--- config.mk ---
export PLATFORM = sky130hd
export DESIGN_NAME = output_fifo
export DESIGN_NICKNAME = d
export VERILOG_FILES = /design/src/rtl/output_fifo.sv
export SDC_FILE = /design/constraint.sdc
export NUM_CORES = 1
export LEC_CHECK = 0
export BUFFER_PORTS_ARGS = -buffer_cell sky130_fd_sc_hd__buf_2
export CAP_MARGIN = 20
export CORE_MARGIN = 3
export CORE_UTILIZATION = 35
export CTS_BUF_LIST = sky130_fd_sc_hd__clkbuf_16
export DETAILED_ROUTE_END_ITERATION = 10
export PLACE_DENSITY_LB_ADDON = 0.1
export RECOVER_POWER = 100
export SYNTH_ARGS = -nofsm -noshare
export SYNTH_HDL_FRONTEND = slang
export SYNTH_SLANG_ARGS = --single-unit
--- constraint.sdc ---
create_clock -name clk -period 6.4 [get_ports clk]
set_input_delay 1.28 -clock clk [delete_from_list [all_inputs] [get_ports clk]]
set_output_delay 1.28 -clock clk [all_outputs]
set_load 0.02 [all_outputs]
--- src/rtl/output_fifo.sv ---
// Output FIFO controller for the convolution accelerator.
// Buffers MAC/output-stage results and presents them on an AXI-Stream-style
// port with show-ahead of the head element. Storage is a dual-port RAM with a
// registered read port and same-address write bypass.

// Simple dual-port RAM: one write port, one registered read port.
// A write to the address being read in the same cycle is forwarded to the
// read register so the new data is visible one cycle later.
module memory_dual_port #(
  parameter int WIDTH = 24,
  parameter int SIZE  = 16,
  localparam int AW   = (SIZE > 1) ? $clog2(SIZE) : 1
) (
  input  logic             clk,
  input  logic             wr_en,
  input  logic [AW-1:0]    wr_addr,
  input  logic [WIDTH-1:0] wr_data,
  input  logic [AW-1:0]    rd_addr,
  output logic [WIDTH-1:0] rd_data
);

  logic [WIDTH-1:0] mem [SIZE];

  // Array write; contents are intentionally not reset.
  always_ff @(posedge clk) begin
    if (wr_en) begin
      mem[wr_addr] <= wr_data;
    end
  end

  // Registered read with write-through bypass on address match.
  always_ff @(posedge clk) begin
    if (wr_en && (wr_addr == rd_addr)) begin
      rd_data <= wr_data;
    end else begin
      rd_data <= mem[rd_addr];
    end
  end

endmodule

// FIFO control: pointers, occupancy, handshakes and head presentation.
module output_fifo #(
  parameter int  OUTW     = 24,
  parameter int  DEPTH    = 16,
  localparam int LOGDEPTH = $clog2(DEPTH),
  localparam int LOGCAP   = $clog2(DEPTH + 1)
) (
  input  logic              clk,
  input  logic              reset_n,
  input  logic [OUTW-1:0]   IN_AXIS_TDATA,
  input  logic              IN_AXIS_TVALID,
  output logic              IN_AXIS_TREADY,
  output logic [OUTW-1:0]   OUT_AXIS_TDATA,
  output logic              OUT_AXIS_TVALID,
  input  logic              OUT_AXIS_TREADY,
  output logic [LOGCAP-1:0] CAPACITY
);

  localparam logic [LOGDEPTH-1:0] LAST_IDX = LOGDEPTH'(DEPTH - 1);
  localparam logic [LOGCAP-1:0]   FULL_CNT = LOGCAP'(DEPTH);

  logic [LOGDEPTH-1:0] wr_ptr;
  logic [LOGDEPTH-1:0] rd_ptr;
  logic [LOGCAP-1:0]   count;

  logic                push;
  logic                pop;
  logic [LOGDEPTH-1:0] wr_ptr_next;
  logic [LOGDEPTH-1:0] rd_ptr_next;
  logic [LOGDEPTH-1:0] rd_addr;

  // Handshake flags come from the registered count only, so there is no
  // combinational path from TVALID/TREADY inputs to the opposite side.
  always_comb begin
    IN_AXIS_TREADY  = (count != FULL_CNT);
    OUT_AXIS_TVALID = (count != '0);
    CAPACITY        = FULL_CNT - count;
  end

  // Transfer qualification, pointer wrap by explicit compare, read address.
  // Reading next(rd_ptr) on a pop keeps the registered RAM output equal to
  // the new head one cycle later; an idle cycle simply re-reads the head.
  always_comb begin
    push        = IN_AXIS_TVALID & IN_AXIS_TREADY;
    pop         = OUT_AXIS_TVALID & OUT_AXIS_TREADY;
    wr_ptr_next = (wr_ptr == LAST_IDX) ? '0 : wr_ptr + LOGDEPTH'(1);
    rd_ptr_next = (rd_ptr == LAST_IDX) ? '0 : rd_ptr + LOGDEPTH'(1);
    rd_addr     = pop ? rd_ptr_next : rd_ptr;
  end

  // Pointer and occupancy state; reset discards everything queued.
  always_ff @(posedge clk or negedge reset_n) begin
    if (!reset_n) begin
      wr_ptr <= '0;
      rd_ptr <= '0;
      count  <= '0;
    end else begin
      if (push) begin
        wr_ptr <= wr_ptr_next;
      end
      if (pop) begin
        rd_ptr <= rd_ptr_next;
      end
      case ({push, pop})
        2'b10:   count <= count + LOGCAP'(1);
        2'b01:   count <= count - LOGCAP'(1);
        default: count <= count;
      endcase
    end
  end

  // The bypass covers a push into an empty FIFO (wr_ptr == rd_ptr) and a
  // push to next(rd_ptr) during a pop with one entry left; no other
  // push/read address collision is reachable.
  memory_dual_port #(
    .WIDTH (OUTW),
    .SIZE  (DEPTH)
  ) u_mem (
    .clk     (clk),
    .wr_en   (push),
    .wr_addr (wr_ptr),
    .wr_data (IN_AXIS_TDATA),
    .rd_addr (rd_addr),
    .rd_data (OUT_AXIS_TDATA)
  );

endmodule

* Word level (Yosys, flattened, before mapping) *
Memory sizes are Yosys's and may differ from the RTL's. A register that Yosys moved wholly into a read port is not among the register bits.
Index checks and enable logic that the tools add are counted.
W data, S select, Z words.

word-level totals
  register bits = 13
  RAM bits = 384
  input bits = 28
  output and inout bits = 31
  logic and storage cells = 24
  memories = 1

cells by class
  $add $sub $neg = 5
  equality and inequality tests = 5
  muxes and demuxes = 6
  bitwise gates (word level) = 2
  reductions and logical operators = 2

memory list
  name       words  width  rd ports  clocked after memory_dff  wr ports  RTL line  RTL
  u_mem.mem  16     24     1         1                         1         22        logic [WIDTH-1:0] mem [SIZE];

operators with widths
  cell                   number
  $mux W4                3
  $pmux W5 S2            1
  $add A4 B1 Y4 const B  2
  $eq A4 B4 Y1 const B   2
  $add A5 B1 Y5 const B  1
  $ne A5 B5 Y1 const B   1
  $reduce_bool A5 Y1     1
  $sub A5 B1 Y5 const B  1
  $sub A5 B5 Y5 const A  1
  $and A1 B1 Y1          2
  $eq A2 B1 Y1 const B   1
  $eq A2 B2 Y1 const B   1
  $mux W1                2
  $reduce_bool A2 Y1     1

* Depth between registers and ports, before layout *
  word-level depth = 4
  depth in mapped cells = 16
  depth with buffers taken out = 13

* Cells and area by module *
Synthesis repeated with hierarchy kept, for this count alone.

second synthesis, totals
  cells, all modules = 701
  area total of the unflattened synthesis = 15,352.2 um^2

modules (own cells, without submodules)
  module            times used  cells an instance  area an instance (um^2)  sequential area each (um^2)
  memory_dual_port  1           616                14,530.2                 11,611.1
  output_fifo       1           85                 822.0                    325.3

* Worst setup path before layout *
No wires, ideal clock.

  path kind = input-to-reg
  start point = input IN_AXIS_TVALID
  end point = memory u_mem.mem[4][0] (enable)
  library setup time = 383 ps
  arrival = 2,712 ps
  data required time = 6,017 ps
  slack = 3,305 ps
  stages on the path = 5
  path buffers = 1
  path through = nor2b_1 > clkbuf_1 > inv_1 > nor3b_1 > and2_1

between the ends
  word-level cells in the longest chain between the ends = 3

RTL lines
  what                           RTL line  RTL
  from (decl)                    52        input logic IN_AXIS_TVALID,
  $and A1 B1 Y1                  85        push = IN_AXIS_TVALID & IN_AXIS_TREADY;
  $mux W1                        26        if (wr_en) begin
  $mux W1 (not written as such)  27        mem[wr_addr] <= wr_data;
  to (decl)                      22

Every way passes these cells.

==> summary.md <==
| Metric | Value |
|---|---|
| Status | finished, violations left |
| Violated checks | max-capacitance violations, max-slew violations |
| Multiplexer share of the synthesized area | 14.20% |
| # DRC | 0 |
| R2r setup slk | 1810 ps |
| First-pass GRT wire length | 53.89 mm |
| Area fraction in and, or, nand and nor cells after synthesis | 2.309% |
| Nets | ~840 |
| CTS resizes | 0 |
| Wirelength per Cell | 25.83 um |
| Worst-path cell chain | clkbuf_2 > mux4_2 > a22oi_1 > nand2_1 > clkbuf_1 |
| Pre-antenna DRT Iters | 5 |
| Most common cell after layout, fill and taps aside | edfxtp_1 |
| Initial antenna violation count | 1 |
| CP max stage delay | 1270 ps |
| Postcts setup bufs | 0 |
| Vias | 7,351 |
| Cell Area, Synth | around 15,000 sq um |
| Slowest stage cell, crit path | dfxtp_1 |
| Post-route cell area | around 18,000 sq um |
| Met1 Use GR | 21.83% |
| Fraction of layout cells with a size suffix above 1 | 21.66% |
| DP HPWL | 19.60 mm |
| Maximum clock frequency | 0.1967 GHz |
| Pwr/cell area | 456.1 nW/um^2 |
| FP Rows | 76 |
| Nature of the critical path endpoint | output pin |
| Max rail drop VDD | 0.2278 mV |
| Syn_nets | 743 |
| FF+latch count, synth | 401 |
| Clock root buffer | clkbuf_16 |
| Main combinational cell family by area after synthesis | multiplexers |
| R2r worst-path depth | 9 |
| Vias in the first global route | 7,820 |
| Worst slew margin | -58.15% |
| Required @ worst endpoint | about 5100 ps |
| Crit path time final | 5084 ps |
| Max FO, Critical Path | 36 |
| Met3 Use GR | 2.774% |
| Clk_lat worst skew | 570 ps |
| Worst Tran Pin Value | approximately 2400 ps |
| Die ar. | 46,520 sq um |
| Crit path buffers/inverters | 2 |
| Drt total wl | between 30 and 40 mm |
| Avg Cell Area, Syn | about 22 sq um |
| GPL Wtd Cong | 0.7324 |
| # H-tree levels | 2 |
| Fill count | 3,817 |
| Cells after Synth | slightly above 700 |
| Worst setup SP type | flip-flop |
| Total CTS buffers | 45 |
| Die height | 215.7 um |
| Core box area | 43,270 sq um |
| Clock skew | 16.96 ps |
| Register area share after synthesis | 77.57% |
| CTS tree | yes |
| DP Area | 16,440 sq um |
| Largest net degree at the start of global routing | 39 |
| XOR/XNOR Fraction of Synth Area | less than 1% |
| Overflow after GRT | 0 |
| Period utilization | between 70 and 80% |
| Class of the worst hold path | flip-flop to flip-flop |
| Critical path's top delay family | flip-flops |
| Hold Fails Final Rpt | 0 |
| Die X | 215.7 um |
| Core Util, Final | 41.02% |
| Antenna viol nets, final | 0 |
| Distinct cell type count of the synthesized netlist | 31 |
| # clock sinks | approximately 400 |
| Starting Density | 35.57% |
| Buffers on Ports | 58 |
| Reg2reg start | count[1] |
| Via/cell ratio | 5.184 |
| Io pins | 59 |
| Crit path kind | flip-flop to output pin |
| P_leak | 5.629 nW |
| Commonest non-fill, non-tap cells in the layout | 384 x edfxtp_1, 96 x mux4_2, 67 x clkbuf_1, 48 x a22oi_1, 47 x clkbuf_16 |
| Compound-Gate Fraction of Synth Area | 2.903% |
| WP data arrival | 3800 ps |
| Synth warn | 0 |
| Adder-cell area share of the yosys netlist | 0.8944% |
| Most Crowded Layer GR | met2 |
| Post-route setup TNS | 0 ps |
| Clock-pin slew on the worst setup and hold paths | 60 ps |
| Slew Limit Fails | ~300 |
| Number of max-cap violations | 14 |
| Crit path depth | 5 |
| Met2 usage | 26.14% |
| Area Overhead vs Synth | 15.34% |
| Hold_buf cts | 0 |
| Final Setup Violations | 0 |
| RSZ-0062 raised after global routing | false |
| Maximum clock insertion buffer count | 3 |
| End of the worst register-to-register path | u_mem.mem[5][14] |
| CP Capture Point | OUT_AXIS_TDATA[5] |
| Initial DRC count | about 570 |
| Smallest hold slack | 514.1 ps |
| Total track usage | 16.00% |
-- state kept, by name, indices dropped and copies added (netlist names), named ones only --
name,count
rd_ptr,4
wr_ptr,4
count,5
u_mem.mem,384
-- power breakdown --
part	internal [mW]	switching, mW
Combinational	0.906	1.34
Sequential	3.17	0.192
Clock	1.48	1.00
Total	5.56	2.54
-- cell usage after synthesis --
cell type | number | area [sq um]
xor2_1 | 4 | 35.03
buf_4 | 2 | 15.01
mux4_2 | 96 | 2162
clkbuf_1 | 23 | 86.33
xnor2_1 | 6 | 52.55
inv_1 | 10 | 37.54
edfxtp_1 | 384 | 11530
nor3b_1 | 2 | 15.01
a22oi_1 | 48 | 360.4
mux2_2 | 2 | 22.52
nand4_1 | 1 | 6.260
dfrtp_1 | 13 | 325.3
and2_1 | 18 | 112.6
nor2_1 | 3 | 11.26
buf_2 | 9 | 45.04
nand2b_1 | 1 | 6.260
ha_1 | 11 | 137.6
dfxtp_1 | 4 | 80.08
o21ai_0 | 7 | 35.03
nor4b_1 | 1 | 8.760
nand3b_1 | 1 | 7.510
o31ai_1 | 1 | 7.510
a31oi_1 | 1 | 6.260
a21o_1 | 1 | 7.510
and3_1 | 1 | 6.260
nand2_1 | 31 | 116.4
a21oi_1 | 6 | 30.03
buf_6 | 5 | 56.30
nor2b_1 | 4 | 25.02
nand3_1 | 6 | 30.03
nor3_1 | 2 | 10.01
-- worst min path at each step --
stage	startpoint	end	slack, ps	cells after the start
floorplan	count[4]	count[4]	470	1
global placement	count[4]	count[4]	500	1
detailed placement	count[4]	count[4]	520	1
CTS	count[4]	count[4]	520	1
global route	count[4]	count[4]	570	1
finish	count[4]	count[4]	510	1
-- metal layers --
metal	vias up	part of all wire, %	wire length, um
li1	3127	-	-
met3	55	5.8	2119
met1	3946	43	15690
met4	0	2.5	913
met5	-	0	0
met2	223	49	17900
-- area by class of cell --
type | count | area [sq um] | share of cell area (%)
Sequential cell | 401 | 11940 | 67.27
Multi-Input combinational cell | 254 | 3219 | 18.14
Clock buffer | 47 | 1176 | 6.626
Tap cell | 585 | 732.0 | 4.124
Timing Repair Buffer | 84 | 379.1 | 2.136
Clock inverter | 35 | 260.3 | 1.466
Inverter | 10 | 37.54 | 0.2115
Antenna cell | 2 | 5.005 | 0.02820
-- stage by stage --
| step | setup slack (ps) | cells | power (mW) |
|---|---|---|---|
| after global placement | 2606 | 1333 | 5.703 |
| final | 1316 | 1418 | 8.096 |
| after CTS | 2019 | 1416 | 8.284 |
| after floorplan | 3305 | 704 | 4.941 |
| after global routing | 1062 | 1416 | 8.511 |
| after detailed placement | 2437 | 1334 | 5.765 |
-- logic make-up (layout without fill, tap and decap cells) --
kind of cell	count (synthesis)	after routing
xor gates and xnor gates	10	10
other	0	2
AOI/OAI and AO/OA	64	64
buffers and inverters	49	176
DFF	401	401
adders and majority gates	11	11
muxes	98	98
and+or+nand+nor	71	71
(Power assumes the default switching activity.)
